## src/rtl/cut_sweep_signature.sv

```systemverilog
// rtl/cut_sweep_signature.sv - exhaustive CUT input sweep with MISR response compaction
// Drives x through 0..2^N_IN-1, folds each captured f into a Galois MISR, hands the result out over valid/ready.
module cut_sweep_signature #(
   parameter int                N_IN   = 5,
   parameter int                N_OUT  = 12,
   parameter int                SIG_W  = 16,
   parameter logic [SIG_W-1:0]  POLY   = 16'h1021,
   parameter logic [SIG_W-1:0]  SEED   = 16'hFFFF,
   parameter int                SETTLE = 1
) (
   input  logic               clk,
   input  logic               rst_n,
   input  logic               start,
   input  logic               abort,
   output logic               busy,
   output logic [N_IN-1:0]    x,
   input  logic [N_OUT-1:0]   f,
   output logic [SIG_W-1:0]   sig,
   output logic [N_IN:0]      vec_cnt,
   output logic               sig_valid,
   input  logic               sig_ready
);

   localparam bit         HAS_SETTLE    = (SETTLE > 0);
   localparam int         SETTLE_LOAD_I = HAS_SETTLE ? SETTLE - 1 : 0;
   localparam logic [3:0] SETTLE_LOAD   = 4'(SETTLE_LOAD_I);

   typedef enum logic [1:0] {
      ST_IDLE,
      ST_SETTLE,
      ST_CAPTURE,
      ST_REPORT
   } state_t;

   state_t            state;
   state_t            state_nxt;
   logic [3:0]        settle_cnt;
   logic [SIG_W-1:0]  misr;
   logic [SIG_W-1:0]  misr_nxt;
   logic              x_last;

   assign x_last = &x;

   always_ff @(posedge clk) begin
      if (!rst_n) begin
         state <= ST_IDLE;
      end else begin
         state <= state_nxt;
      end
   end

   always_comb begin
      state_nxt = state;
      misr_nxt  = {misr[SIG_W-2:0], 1'b0} ^ (misr[SIG_W-1] ? POLY : '0) ^ SIG_W'(f);
      case (state)
         ST_IDLE: begin
            if (start) begin
               state_nxt = HAS_SETTLE ? ST_SETTLE : ST_CAPTURE;
            end
         end
         ST_SETTLE: begin
            if (abort) begin
               state_nxt = ST_IDLE;
            end else if (settle_cnt == 4'd0) begin
               state_nxt = ST_CAPTURE;
            end
         end
         ST_CAPTURE: begin
            if (abort) begin
               state_nxt = ST_IDLE;
            end else if (x_last) begin
               state_nxt = ST_REPORT;
            end else begin
               state_nxt = HAS_SETTLE ? ST_SETTLE : ST_CAPTURE;
            end
         end
         ST_REPORT: begin
            if (abort || sig_ready) begin
               state_nxt = ST_IDLE;
            end
         end
         default: begin
            state_nxt = ST_IDLE;
         end
      endcase
   end

   // Abort leaves sig and vec_cnt untouched so the partial count stays observable.
   always_ff @(posedge clk) begin
      if (!rst_n) begin
         x          <= '0;
         busy       <= 1'b0;
         sig        <= '0;
         vec_cnt    <= '0;
         sig_valid  <= 1'b0;
         misr       <= SEED;
         settle_cnt <= 4'd0;
      end else begin
         case (state)
            ST_IDLE: begin
               if (start) begin
                  x          <= '0;
                  misr       <= SEED;
                  vec_cnt    <= '0;
                  busy       <= 1'b1;
                  settle_cnt <= SETTLE_LOAD;
               end
            end
            ST_SETTLE: begin
               if (abort) begin
                  x    <= '0;
                  busy <= 1'b0;
               end else if (settle_cnt != 4'd0) begin
                  settle_cnt <= settle_cnt - 4'd1;
               end
            end
            ST_CAPTURE: begin
               if (abort) begin
                  x    <= '0;
                  busy <= 1'b0;
               end else begin
                  misr    <= misr_nxt;
                  vec_cnt <= vec_cnt + 1'b1;
                  if (x_last) begin
                     sig       <= misr_nxt;
                     sig_valid <= 1'b1;
                  end else begin
                     x          <= x + 1'b1;
                     settle_cnt <= SETTLE_LOAD;
                  end
               end
            end
            ST_REPORT: begin
               if (abort || sig_ready) begin
                  sig_valid <= 1'b0;
                  busy      <= 1'b0;
                  if (abort) begin
                     x <= '0;
                  end
               end
            end
            default: begin
               busy      <= 1'b0;
               sig_valid <= 1'b0;
            end
         endcase
      end
   end

endmodule

```

## config.mk

```make
export PLATFORM = sky130hd
export DESIGN_NAME = cut_sweep_signature
export DESIGN_NICKNAME = d
export VERILOG_FILES = /design/src/rtl/cut_sweep_signature.sv
export SDC_FILE = /design/constraint.sdc
export NUM_CORES = 1
export LEC_CHECK = 0
export BUFFER_PORTS_ARGS = -buffer_cell sky130_fd_sc_hd__buf_2
export CORE_MARGIN = 10
export CORE_UTILIZATION = 25
export CTS_CLUSTER_SIZE = 14
export DETAILED_ROUTE_END_ITERATION = 10
export PLACE_DENSITY = 0.47
export SLEW_MARGIN = 10
export SYNTH_ARGS = -nofsm -noshare
export SYNTH_HDL_FRONTEND = slang
export SYNTH_SLANG_ARGS = --single-unit
export TNS_END_PERCENT = 5
```

## constraint.sdc

```tcl
create_clock -name clk -period 2.65 [get_ports clk]
set_input_delay 0.6625 -clock clk [delete_from_list [all_inputs] [get_ports clk]]
set_output_delay 0.6625 -clock clk [all_outputs]
set_load 0.03 [all_outputs]
```

Yosys cells after proc, flatten, opt, wreduce, memory -nomap -nowiden
Index checks and enable logic that the tools add are counted.
{"block": "word_totals", "reg_bits": 51, "latchBits": 0, "ramBits": 0, "mem_bits_ro": 0, "in_bits": 17, "output_inout_bits": 29, "mem_count": 0}
{"block": "classes", "add_sub_neg": 3, "mul": 0, "div": 0, "n_lt_le_gt_ge": 0, "n_eq_ne": 13, "shifts": 0, "muxes": 33, "bitwise_logic": 3, "n_reduce_logical": 16}
{"op": "16-bit two-way mux", "n": 2}
{"op": "16-bit case mux with 2 select lines", "n": 1}
{"op": "5-bit two-way mux", "n": 5}
{"op": "4-bit two-way mux", "n": 5}
{"op": "5-bit case mux with 4 select lines", "n": 1}
{"op": "16-bit by 12-bit bitwise XOR with 16-bit output", "n": 1}
{"op": "16-bit by 13-bit bitwise XOR with 16-bit output", "n": 1}
{"op": "2-bit != test (second input constant)", "n": 7}
{"op": "13-bit two-way mux", "n": 1}
{"op": "2-bit two-way mux", "n": 6}
{"op": "6-bit two-way mux", "n": 2}
{"op": "4-bit case mux with 3 select lines", "n": 1}
{"op": "6-bit case mux with 2 select lines", "n": 1}
{"op": "3-bit AND reduction", "n": 4}
{"op": "2-bit case mux with 4 select lines", "n": 1}
{"op": "7-bit AND reduction", "n": 1}
{"op": "6-bit by 1-bit adder with 6-bit output (second input constant)", "n": 1}
{"op": "3-bit != test (second input constant)", "n": 2}
{"op": "6-bit AND reduction", "n": 1}
{"op": "5-bit by 1-bit adder with 5-bit output (second input constant)", "n": 1}
{"op": "1-bit two-way mux", "n": 5}
{"op": "5-bit AND reduction", "n": 1}
{"op": "2-bit == test (second input constant)", "n": 2}
{"op": "4-bit zero test", "n": 1}
{"op": "13 further kinds", "n": 14}

Longest topological paths before layout
{"block": "depth", "ltp_word": 5, "depth_mapped": 9}

Least setup slack after synthesis
No wires, ideal clock.
{"block": "synth_timing", "kind": "register -> register", "startpoint": "reg x[0]", "endpoint": "reg settle_cnt[0]", "setup_time_ns": 0.114, "arrival_ns": 1.874, "required_ns": 2.536, "path_slack_ns": 0.662, "stages_incl_launch_ff": 8, "n_path_buf": 0, "period_less_slack_ns": 1.988, "path_cell_list": "dfxtp_1 ha_1 and3_1 ha_1 o21a_1 nor3_1 a21boi_0 a21o_1"}
{"block": "synth_between", "elab_chain_cells": 3}
{"element": "from (decl)", "line_no": "16", "text": "output logic [N_IN-1:0] x,"}
{"element": "from (signal assigned)", "line_no": "128", "text": "x <= x + 1'b1;"}
{"element": "5-bit AND reduction", "line_no": "42", "text": "assign x_last = &x;"}
{"element": "2-bit != test (no line)"}
{"element": "6-bit AND reduction (no line)"}
{"element": "to (signal assigned)", "line_no": "114", "text": "settle_cnt <= settle_cnt - 4'd1;"}
{"element": "to (decl)", "line_no": "37", "text": "logic [3:0] settle_cnt;"}
Every way passes these cells.
A chain may end at the register's enable or synchronous reset.

Final worst setup path
{"block": "layout_timing", "startpoint": "reg state[0]", "endpoint": "reg x[2]"}
{"block": "layout_between", "elab_chain_cells": 3}
{"element": "from (decl)", "line_no": "35", "text": "state_t state;"}
{"element": "from (signal assigned)", "line_no": "48", "text": "state <= state_nxt;"}
{"element": "2-bit == test or 2-bit zero test (tied branches)", "line_no": "99", "text": "case (state)"}
{"element": "3-bit != test (no line) or 2-bit != test (tied branches)"}
{"element": "3-bit AND reduction (no line)"}
Parallel ways exist; a longest one is shown, timed or not.

==> metrics.txt <==
status=complete, no violations; syn nets=approximately 290; dominant cells by area after synthesis=dfxtp_1, nand2_1, o211a_1; Crit Path Category=reg -> reg; Leak=roughly 1.3 nW; die area=approximately 14000 µm²; switching power total=0.4142 mW; Clock Tree Buf Depth=2; GPL Wtd Cong=about 0.74; post-DP HPWL=roughly 4200 µm; largest net degree at the start of global routing=29; CTS tree=built; Avg Cell Area, Syn=about 9.4 µm²; DRC viols=0; Hold/Removal Path Class=reg -> reg; Post-CTS Setup Bufs=0; Tcrit/Tclk final=0.7779; mapped cell area=2451 µm²; Final Skew=about 8.6 ps; cell-internal power=between 1 and 1.5 mW; final setup TNS=0 ps; most frequent cells in the layout=dfxtp_1, buf_2, nand2_1, xnor2_1, o211a_1; Slew Limit Fails=0; IO buf count=45; post-synth top area cell=dfxtp_1; asr flop ratio synth=0; worst skew pair latency=around 310 ps; Fmax=approximately 490 MHz; Congestion Overflow GR=0; Clk pwr share=0.322; Placed Area=around 2800 µm²; diode count=0; antenna violations before repair=0; most common cell after layout, fill and taps aside=dfxtp_1; RSZ-0062 raised after global routing=false; hold path cells=1; vias=approximately 2000; num ports=46; drt first-iter violations=77; IR drop worst, VDD=0.0002357 V; core area=~9600 µm²; Flop pwr share=0.540; final hold viol count=0; Post-Route WL=~5800 µm; antenna-violating nets left=0; Root Driver=clkbuf_8; CP max FO=12; WHS Endpoint=settle_cnt[0]$_SDFFE_PN0P_; sw frac=0.2753; vias in the first global route=roughly 1900; cell area after layout=just under 3000 µm²; drt wl/cell=between 10 and 15 µm; Arrival @ worst endpoint=about 2300 ps; Post-CTS Hold Buffers=0; Die H=about 120 µm; pwr/cell area=approximately 520 nW/µm²; Post-synth EDFFs=0; sequential share of the synthesized area=0.4165; Setup violations, final=0; layout cells sized above 1=0.2105; Synth cell types=46; Yosys reg bits=51; Worst-path clk slew=roughly 90 ps; worst hold slack=487.5 ps; Die X=119.0 µm; CP Capture Type=register; Reg2Reg Capture Point=x[2]$_SDFFE_PN0P_; top cell type's share of synthesized area=0.4165; flop2flop setup slack=between 500 and 600 ps; Worst Tran Pin Value=approximately 610 ps; vias per cell=4.478; Mapped Cells=around 260; Worst R2R Start=state[0]$_SDFFE_PN0P_; Worst setup SP type=register; Comb pwr share=0.138; Nets=~330; CTS buffer count=5; Min-Delay Startpoint=settle_cnt[0]$_SDFFE_PN0P_; global-route wire length before repair=around 9600 µm; max_cap viols=0; DRT Pass-1 Iters=4; initial core utilization=0.2543; total track usage=0.08171; Syn. warnings=0; slew margin rel.=0.5908; H-tree depth=2; R2R cell count=6; Post-CTS Resized=0; Syn-to-layout area delta=17.61%; CP required=between 2000 and 3000 ps; ys flop type=dfxtp_1; Final min period=roughly 2100 ps; Sink Count=51; Row Count=36
-- kinds of logic (layout without fill, tap and decap cells) --
family / after synthesis / in the layout / synth area share
flip-flops: 51 / 51 / 0.4165
adder cells (fa/ha/maj): 9 / 9 / 0.04594
AND/OR/NAND/NOR: 95 / 95 / 0.1940
buffers and inverters: 21 / 64 / 0.04543
multiplexers: 8 / 8 / 0.03318
XOR/XNOR: 18 / 18 / 0.06432
AO/OA/AOI/OAI: 59 / 59 / 0.2006
-- final cells by class --
type                       count  area, µm²
fill                        1064       6756
clock inverter                 2      16.27
timing repair buffer          48      247.7
sequential                    51       1021
inverter                       8      30.03
clock buffer                   6      82.58
tap                          133      166.4
multi-input combinational    189       1319
-- metrics by stage --
step / total power, mW / utilization / worst slack [ps] / instances
global placement: 1.040 / 0.2888 / 639.1 / 429
CTS: 1.539 / 0.2991 / 583.6 / 437
floorplan: 0.9883 / - / 661.5 / 261
finish: 1.504 / 0.2991 / 588.6 / 437
global route: 1.602 / 0.2991 / 412.0 / 437
detailed placement: 1.040 / 0.2888 / 599.7 / 429
-- power by group through the flow --
| stage | Sequential (mW) | Combinational [mW] | Clock (mW) |
|---|---|---|---|
| after CTS | 0.813 | 0.211 | 0.515 |
| final | 0.813 | 0.207 | 0.485 |
| after floorplan | 0.831 | 0.157 | 0 |
| after detailed placement | 0.831 | 0.209 | 0 |
| after global routing | 0.817 | 0.235 | 0.549 |
| after global placement | 0.830 | 0.210 | 0 |
-- critical path, cell delays in order, from the launching register on --
cell and delay, ps:
dfxtp_1 440, inv_1 110, ha_1 330, nor2b_1 190
buf_4 180, a2111o_1 460, o221a_2 240
-- cells in the mapped netlist, drive strengths merged (5+ instances only) --
master  number
o211ai      12
nor3         7
o211a       13
dfxtp       51
buf          9
xnor2       14
mux2i        7
ha           9
nor2b        8
a21boi       5
inv          8
and3         6
nand3       11
o21ai       10
nand2       38
nor2        11
-- registers in the layout (all words and copies together), names as in the netlist --
signal and count:
sig_valid 1, misr 16, sig 16, state 2
x 5, vec_cnt 6, busy 1, settle_cnt 4
-- metal layers --
layer / up-vias / track usage / part of all wire
met4: 0 / 0.03206 / 0.017
li1: 1007 / - / -
met2: 30 / 0.1283 / 0.46
met5: - / 0 / 0
met3: 7 / 0.01937 / 0.032
met1: 913 / 0.1056 / 0.49
-- how the worst max path moves through the flow --
| stage | from | to | slack [ps] |
|---|---|---|---|
| 2_1_floorplan | x[0]$_SDFFE_PN0P_ | settle_cnt[0]$_SDFFE_PN0P_ | 660 |
| 3_3_place_gp | start | settle_cnt[2]$_SDFFE_PN0P_ | 640 |
| 3_5_place_dp | abort | x[2]$_SDFFE_PN0P_ | 600 |
| 4_1_cts | state[0]$_SDFFE_PN0P_ | x[2]$_SDFFE_PN0P_ | 580 |
| 5_1_grt | x[0]$_SDFFE_PN0P_ | settle_cnt[0]$_SDFFE_PN0P_ | 410 |
| 6_report | state[0]$_SDFFE_PN0P_ | x[2]$_SDFFE_PN0P_ | 590 |
No activity file was read; power rests on OpenSTA's default activity.
